==> src/rtl/alu_pkg.sv <==
// Shared ALU control codes, ALUOp encoding and issue skid-buffer state type.
package alu_pkg;

    localparam logic [3:0] ALU_AND   = 4'b0000;
    localparam logic [3:0] ALU_OR    = 4'b0001;
    localparam logic [3:0] ALU_ADD   = 4'b0010;
    localparam logic [3:0] ALU_SUB   = 4'b0110;
    localparam logic [3:0] ALU_CMP   = 4'b0111;
    localparam logic [3:0] ALU_PASSB = 4'b1111;

    typedef enum logic [1:0] {
        ALUOP_MEM    = 2'b00,
        ALUOP_BRANCH = 2'b01,
        ALUOP_ARITH  = 2'b10,
        ALUOP_PASSB  = 2'b11
    } alu_op_t;

    typedef enum logic [1:0] {
        EMPTY = 2'b00,
        ONE   = 2'b01,
        TWO   = 2'b10
    } issue_state_t;

endpackage

==> src/rtl/alu_ctrl_decode.sv <==
// Combinational ALUOp/funct -> ALUControl decode.
module alu_ctrl_decode
    import alu_pkg::*;
(
    input  logic [1:0] ALUOp,
    input  logic [2:0] funct3,
    input  logic       funct7_5,
    input  logic       ALUSrc,
    output logic [3:0] ALUControl
);

    always_comb begin
        ALUControl = ALU_PASSB;
        case (alu_op_t'(ALUOp))
            ALUOP_MEM:    ALUControl = ALU_ADD;
            ALUOP_BRANCH: ALUControl = ALU_SUB;
            ALUOP_PASSB:  ALUControl = ALU_PASSB;
            ALUOP_ARITH: begin
                case (funct3)
                    // Immediate forms have bit 30 as part of the immediate, so only R-type subtracts.
                    3'b000:  ALUControl = (funct7_5 && !ALUSrc) ? ALU_SUB : ALU_ADD;
                    3'b111:  ALUControl = ALU_AND;
                    3'b110:  ALUControl = ALU_OR;
                    3'b010:  ALUControl = ALU_CMP;
                    default: ALUControl = ALU_PASSB;
                endcase
            end
            default:      ALUControl = ALU_PASSB;
        endcase
    end

endmodule

==> src/rtl/alu_issue.sv <==
// ALU issue stage: control decode, operand-b select and a 2-entry skid buffer.
// Optional flush port enabled by defining ALU_ISSUE_FLUSH_EN.
module alu_issue
    import alu_pkg::*;
#(
    parameter int N = 64
) (
    input  logic         clk,
    input  logic         reset,
`ifdef ALU_ISSUE_FLUSH_EN
    input  logic         flush,
`endif
    input  logic         in_valid,
    output logic         in_ready,
    input  logic [1:0]   ALUOp,
    input  logic [2:0]   funct3,
    input  logic         funct7_5,
    input  logic         ALUSrc,
    input  logic [N-1:0] rs1_data,
    input  logic [N-1:0] rs2_data,
    input  logic [N-1:0] imm,
    output logic         out_valid,
    input  logic         out_ready,
    output logic [N-1:0] a,
    output logic [N-1:0] b,
    output logic [3:0]   ALUControl
);

    logic [3:0]   ctrl_p0;
    logic [N-1:0] b_sel_p0;
    logic [N-1:0] skid_a_p1;
    logic [N-1:0] skid_b_p1;
    logic [3:0]   skid_ctrl_p1;
    logic         flush_i;

    issue_state_t state, state_nxt;
    logic accept, consume;
    logic load_main_in, load_main_skid, load_skid;

`ifdef ALU_ISSUE_FLUSH_EN
    assign flush_i = flush;
`else
    assign flush_i = 1'b0;
`endif

    // Stage p0: decode and operand select on the incoming op
    alu_ctrl_decode u_decode (
        .ALUOp      (ALUOp),
        .funct3     (funct3),
        .funct7_5   (funct7_5),
        .ALUSrc     (ALUSrc),
        .ALUControl (ctrl_p0)
    );

    assign b_sel_p0  = ALUSrc ? imm : rs2_data;
    assign out_valid = (state != EMPTY);
    assign accept    = in_valid && in_ready;
    assign consume   = out_valid && out_ready;

    always_comb begin
        state_nxt      = state;
        load_main_in   = 1'b0;
        load_main_skid = 1'b0;
        load_skid      = 1'b0;
        case (state)
            EMPTY: begin
                if (accept) begin
                    state_nxt    = ONE;
                    load_main_in = 1'b1;
                end
            end
            ONE: begin
                case ({accept, consume})
                    2'b11: load_main_in = 1'b1;
                    2'b10: begin
                        state_nxt = TWO;
                        load_skid = 1'b1;
                    end
                    2'b01: state_nxt = EMPTY;
                    default: ;
                endcase
            end
            TWO: begin
                if (consume) begin
                    state_nxt      = ONE;
                    load_main_skid = 1'b1;
                end
            end
            default: state_nxt = EMPTY;
        endcase
    end

    // Stage p1: main (output) register and skid register
    always_ff @(posedge clk) begin
        if (reset) begin
            state        <= EMPTY;
            in_ready     <= 1'b1;
            a            <= '0;
            b            <= '0;
            ALUControl   <= ALU_AND;
            skid_a_p1    <= '0;
            skid_b_p1    <= '0;
            skid_ctrl_p1 <= '0;
        end else if (flush_i) begin
            state    <= EMPTY;
            in_ready <= 1'b1;
        end else begin
            state    <= state_nxt;
            in_ready <= (state_nxt != TWO);
            if (load_main_in) begin
                a          <= rs1_data;
                b          <= b_sel_p0;
                ALUControl <= ctrl_p0;
            end else if (load_main_skid) begin
                a          <= skid_a_p1;
                b          <= skid_b_p1;
                ALUControl <= skid_ctrl_p1;
            end
            if (load_skid) begin
                skid_a_p1    <= rs1_data;
                skid_b_p1    <= b_sel_p0;
                skid_ctrl_p1 <= ctrl_p0;
            end
        end
    end

endmodule

==> config.mk <==
export PLATFORM = sky130hd
export DESIGN_NAME = alu_issue
export DESIGN_NICKNAME = d
export VERILOG_FILES = /design/src/rtl/alu_pkg.sv /design/src/rtl/alu_ctrl_decode.sv /design/src/rtl/alu_issue.sv
export SDC_FILE = /design/constraint.sdc
export NUM_CORES = 1
export LEC_CHECK = 0
export CORE_ASPECT_RATIO = 0.75
export CORE_MARGIN = 2
export CORE_UTILIZATION = 49
export CTS_BUF_LIST = sky130_fd_sc_hd__clkbuf_8
export DETAILED_ROUTE_END_ITERATION = 6
export PLACE_DENSITY = 0.83
export SLEW_MARGIN = 20
export SYNTH_ARGS = -nofsm -noshare
export SYNTH_HDL_FRONTEND = slang
export SYNTH_SLANG_ARGS = --single-unit
==> constraint.sdc <==
create_clock -name clk -period 1.8 [get_ports clk]
set_input_delay 0.54 -clock clk [delete_from_list [all_inputs] [get_ports clk]]
set_output_delay 0.54 -clock clk [all_outputs]
set_load 0.02 [all_outputs]
# [Word level (Yosys, flattened, before mapping)]
# Cells that the tools add are included.
[word_totals] reg_bits=267 input_bits=203 output_inout_bits=134 word_cells=50
[classes] n_eq_ne=12 muxes=21 reduce_logical=9
[ops] op="two-way mux 64 bit" count=5
[ops] op="case mux 4 bit (4 select lines)" count=2
[ops] op="equality test 2 bit, second input constant" count=5
[ops] op="two-way mux 4 bit" count=2
[ops] op="equality test 2 x 1 -> 1 bit, second input constant" count=3
[ops] op="equality test 3 bit, second input constant" count=2
[ops] op="two-way mux 1 bit" count=6
[ops] op="case mux 2 bit (3 select lines)" count=1
[ops] op="logical NOT 2 bit" count=2
[ops] op="two-way mux 2 bit" count=2
[ops] op="case mux 2 bit (2 select lines)" count=1
[ops] op="nonzero test 2 bit" count=2
[ops] op="equality test 3 x 2 -> 1 bit, second input constant" count=1
[ops] op="logical AND 1 bit" count=3
[ops] op="logical NOT 3 bit" count=1
[ops] op="two-way mux 3 bit" count=1
[ops] op="!= test 2 bit, second input constant" count=1
[ops] op="case mux 1 bit (2 select lines)" count=1
[ops] op="logical NOT 1 bit" count=1

# [Longest topological paths before layout]
[logic_depth] word_depth=6 ltp_mapped=7 depth_no_buf=4

# [Cells and area by module]
# A second synthesis with hierarchy kept.
[hier_totals] hier_cells=1281 area_unflattened_um2=10802.9
[modules_own_cells] module="alu_issue" n_inst=1 cells_each=1270 area_per_inst_um2=10727.8 seq_area_each_um2=5345.1
[modules_own_cells] module="alu_ctrl_decode" n_inst=1 cells_each=11 area_per_inst_um2=75.1 seq_area_each_um2=0.0

# [Worst setup path after synthesis]
# No wires, ideal clock.
[synth_path] kind="in2reg" startpoint="input reset" endpoint="register b[12]" setup_ns=0.152 arrival_time_ns=1.456 required_ns=1.648 setup_slack_ns=0.192 path_stages=4 n_path_buf=3 cell_sequence="clkbuf_1 clkbuf_1 clkbuf_1 a221oi_2"
[synth_lines] item="from (decl)" line="alu_issue.sv:9" text="input logic reset,"
[synth_lines] item="to (signal assigned)" line="alu_issue.sv:112" text="b <= b_sel_p0;"
[synth_lines] item="to (signal assigned)" line="alu_issue.sv:116" text="b <= skid_b_p1;"
[synth_lines] item="to (decl)" line="alu_issue.sv:25" text="output logic [N-1:0] b,"
# No word-level cell between the ends.

# [Final worst setup path]
[layout_path] startpoint="register b[7]" endpoint="output b[7]"
# No word-level cell between the ends.

==> out/qor.csv <==
metric,value,unit
grtUsageMet1,33.6,%
post_drt_wl_per_cell,17.4,µm
drtPass1Iterations,5,
max_stage_delay,0.35,ns
min_period_over_period,98.4,%
fmax,0.564,GHz
power_frac_clock,33.2,%
rsz0062_at_grt,no,
cp_cell_sequence,dlygate4sd2_1,
clock_latency,0.53,ns
portBuffers,336,
hold_buffers,0,
hold_violations,0,
rows,48,
crit_path_end_kind,output pin,
die_area,24400,µm²
synthArstFlopShare,0,%
power_frac_seq,45.9,%
cts.htree.levels,2,
grt_pass1_wl,54100,µm
cts_buffers,41,
multi_input_area,5470,µm²
max_slew_margin,70.8,%
min_path_type,in2reg,
nFillCells,1705,
ios,337,
worstPathArrival,1.23,ns
synthesis.area,11400,µm²
min_period,1.77,ns
grt_pass1_vias,10811,
crit_required,1.26,ns
syn_area_per_cell,8.91,µm²
place_congestion,0.832,
ys_seq_area_share,47.0,%
worstPathMaxFanout,2,
dp_hpwl,23600,µm
synth_edf_count,0,
drt.antenna.violating_nets,0,
ys.flop_type,dfxtp_1,
clkSinkCount,267,
combPwrFrac,20.9,%
switching_share,28.8,%
vias_per_cell,5.57,
ys_seq_elements,267,
place_area,15600,µm²
start_util,49.7,%
net-switching-power,4.11,mW
p_leak,6.29,nW
power_density,879,nW/µm²
grt.overflow.total,0,
cts_root_buf,clkbuf_8,
worstMarginPinSlew,0.426,ns
core,22900,µm²
fin_nets,1819,
drc,0,
drive_above_1_share,16.5,%
die_h,136,µm
finClkSkew,0.0216,ns
use_met3,6.54,%
tritoncts,built,
clk_pin_slew,0.06,ns
die_x,180,µm
synth_nets,1479,
crit_family,flip-flops,
run_status,"complete, no violations",
maxCapViolCount,0,
stdcell_area,16200,µm²
critPathKind,reg2out,
finalSetupViolCount,0,
slowest_stage,dfxtp_1,
cp_num_buf_inv,1,
areaGrowthSynthToFinish,42.8,%
drv_slew,0,
first_iter_violations,822,
grt_use_met2,45.0,%
syn-instance-count,1276,
seqCellArea,5350,µm²
start_kind,flip-flop,
grt_util_all_layers,26.8,%
cts.path.max_buffers,3,
routed-via-count,10823,
yosys.cell_types.count,35,
internal-power,10.2,mW
globalRoute.busiestLayer,met2,
wl,33700,µm
total_power,14.3,mW
yosysWarnings,0,
antenna_found_initial,0,
irDropWorstVdd,0.000552,V
grt_max_degree,56,
==> flip-flops by register name (all words and copies together), names as in the netlist <==
signal / flops
b: 64
skid_a_p1: 64
skid_b_p1: 64
ALUControl: 4
skid_ctrl_p1: 4
in_ready: 1
state: 2
a: 64
==> power by group through the flow <==
stage / Sequential (mW) / Clock [mW] / Combinational [mW]
final: 6.54 / 4.74 / 2.98
after global routing: 6.58 / 5.10 / 3.20
after CTS: 6.53 / 4.81 / 2.98
after detailed placement: 6.67 / 0 / 3.15
after global placement: 6.66 / 0 / 3.07
after floorplan: 6.97 / 0 / 1.26
==> synth_stat cells (2+ instances only) <==
library cell  count  share of area, %
dfxtp_1         267                47
nand2_1         267               8.8
a21oi_1         197               8.7
nor2_1          134               4.4
a211oi_1        102               6.7
mux2i_1          66               5.8
a221oi_2         63               8.3
buf_2            63               2.8
clkbuf_1         50               1.7
a211oi_2         28               3.1
buf_4             7              0.46
nand2b_1          3              0.17
nand3b_1          3              0.20
buf_1             2             0.066
nand4b_1          2              0.15
nor2_2            2              0.11
nor3_1            2             0.088
==> repair_timing <==
| action | CTS | global route |
|---|---|---|
| buffers inserted | 0 | 1 |
| pin swaps | 0 | 1 |
| endpoints found under the setup margin | 134 | 56 |
| resized for setup | 173 | 67 |
==> worst paths after layout <==
| path | endpoint | slack (ns) | cells past startpoint | from |
|---|---|---|---|---|
| setup / recovery | b[7] | 0.03 | 1 | b[7] |
| hold / removal | state[0] | 0.41 | 2 | reset |
| setup reg to reg | a[31] | 0.10 | 8 | state[0] |
| hold reg to reg | skid_a_p1[21] | 0.45 | 2 | skid_a_p1[21] |
==> cells by family (layout without fill, tap and decap cells) <==
logic type / count (synthesis) / count (layout) / share of synthesized area, %
simple gates: 421 / 421 / 14.7
flops: 267 / 267 / 47.0
other cells: 0 / 1 / 0
compound gates: 398 / 398 / 27.4
buf+inv: 123 / 488 / 4.99
mux: 67 / 67 / 5.91
==> area by class of cell <==
class,instances,share of cell area (%)
inverter,1,0.0231
clock inverter,19,0.509
clock buffer,49,4.15
antenna,1,0.0154
multi-input combinational,886,33.7
timing repair buffer,419,26.3
sequential,267,32.9
tap,300,2.31
==> cells in the final DEF, fill, tap and decap left out, drive strengths merged, types with 2 or more instances in the layout <==
master | synthesis | final
nand2 | 267 | 267
dfxtp | 267 | 267
clkdlybuf4s50 | 0 | 200
a21oi | 197 | 197
nor2 | 137 | 137
a211oi | 130 | 130
buf | 72 | 86
clkbuf | 50 | 67
mux2i | 66 | 66
dlygate4sd2 | 0 | 65
a221oi | 64 | 64
clkdlybuf4s15 | 0 | 50
inv | 1 | 17
nand3b | 4 | 4
nand2b | 3 | 3
nand4b | 2 | 2
nor3 | 2 | 2
clkinv | 0 | 2
==> per-stage QoR <==
stage / hold slack, ns / utilization (%) / worst slack [ns] / TNS (ns) / cells
after floorplan: 0.434 / - / 0.192 / 0 / 1276
final: 0.408 / 71.0 / 0.0283 / 0 / 1942
after CTS: 0.374 / 71.0 / -0.151 / -0.151 / 1940
after detailed placement: 0.447 / 68.2 / -0.420 / -90.62 / 1872
after global placement: 0.441 / 68.2 / -0.358 / -80.41 / 1872
after global routing: 0.381 / 70.9 / 0.000275 / 0 / 1941
==> layer usage <==
layer  share of wire, %  vias to the layer above
met3                7.9                       84
li1                   -                     5216
met5                  0                        -
met1                 42                     5091
met4                2.8                        0
met2                 47                      432
Power figures use the tool's default switching activity.
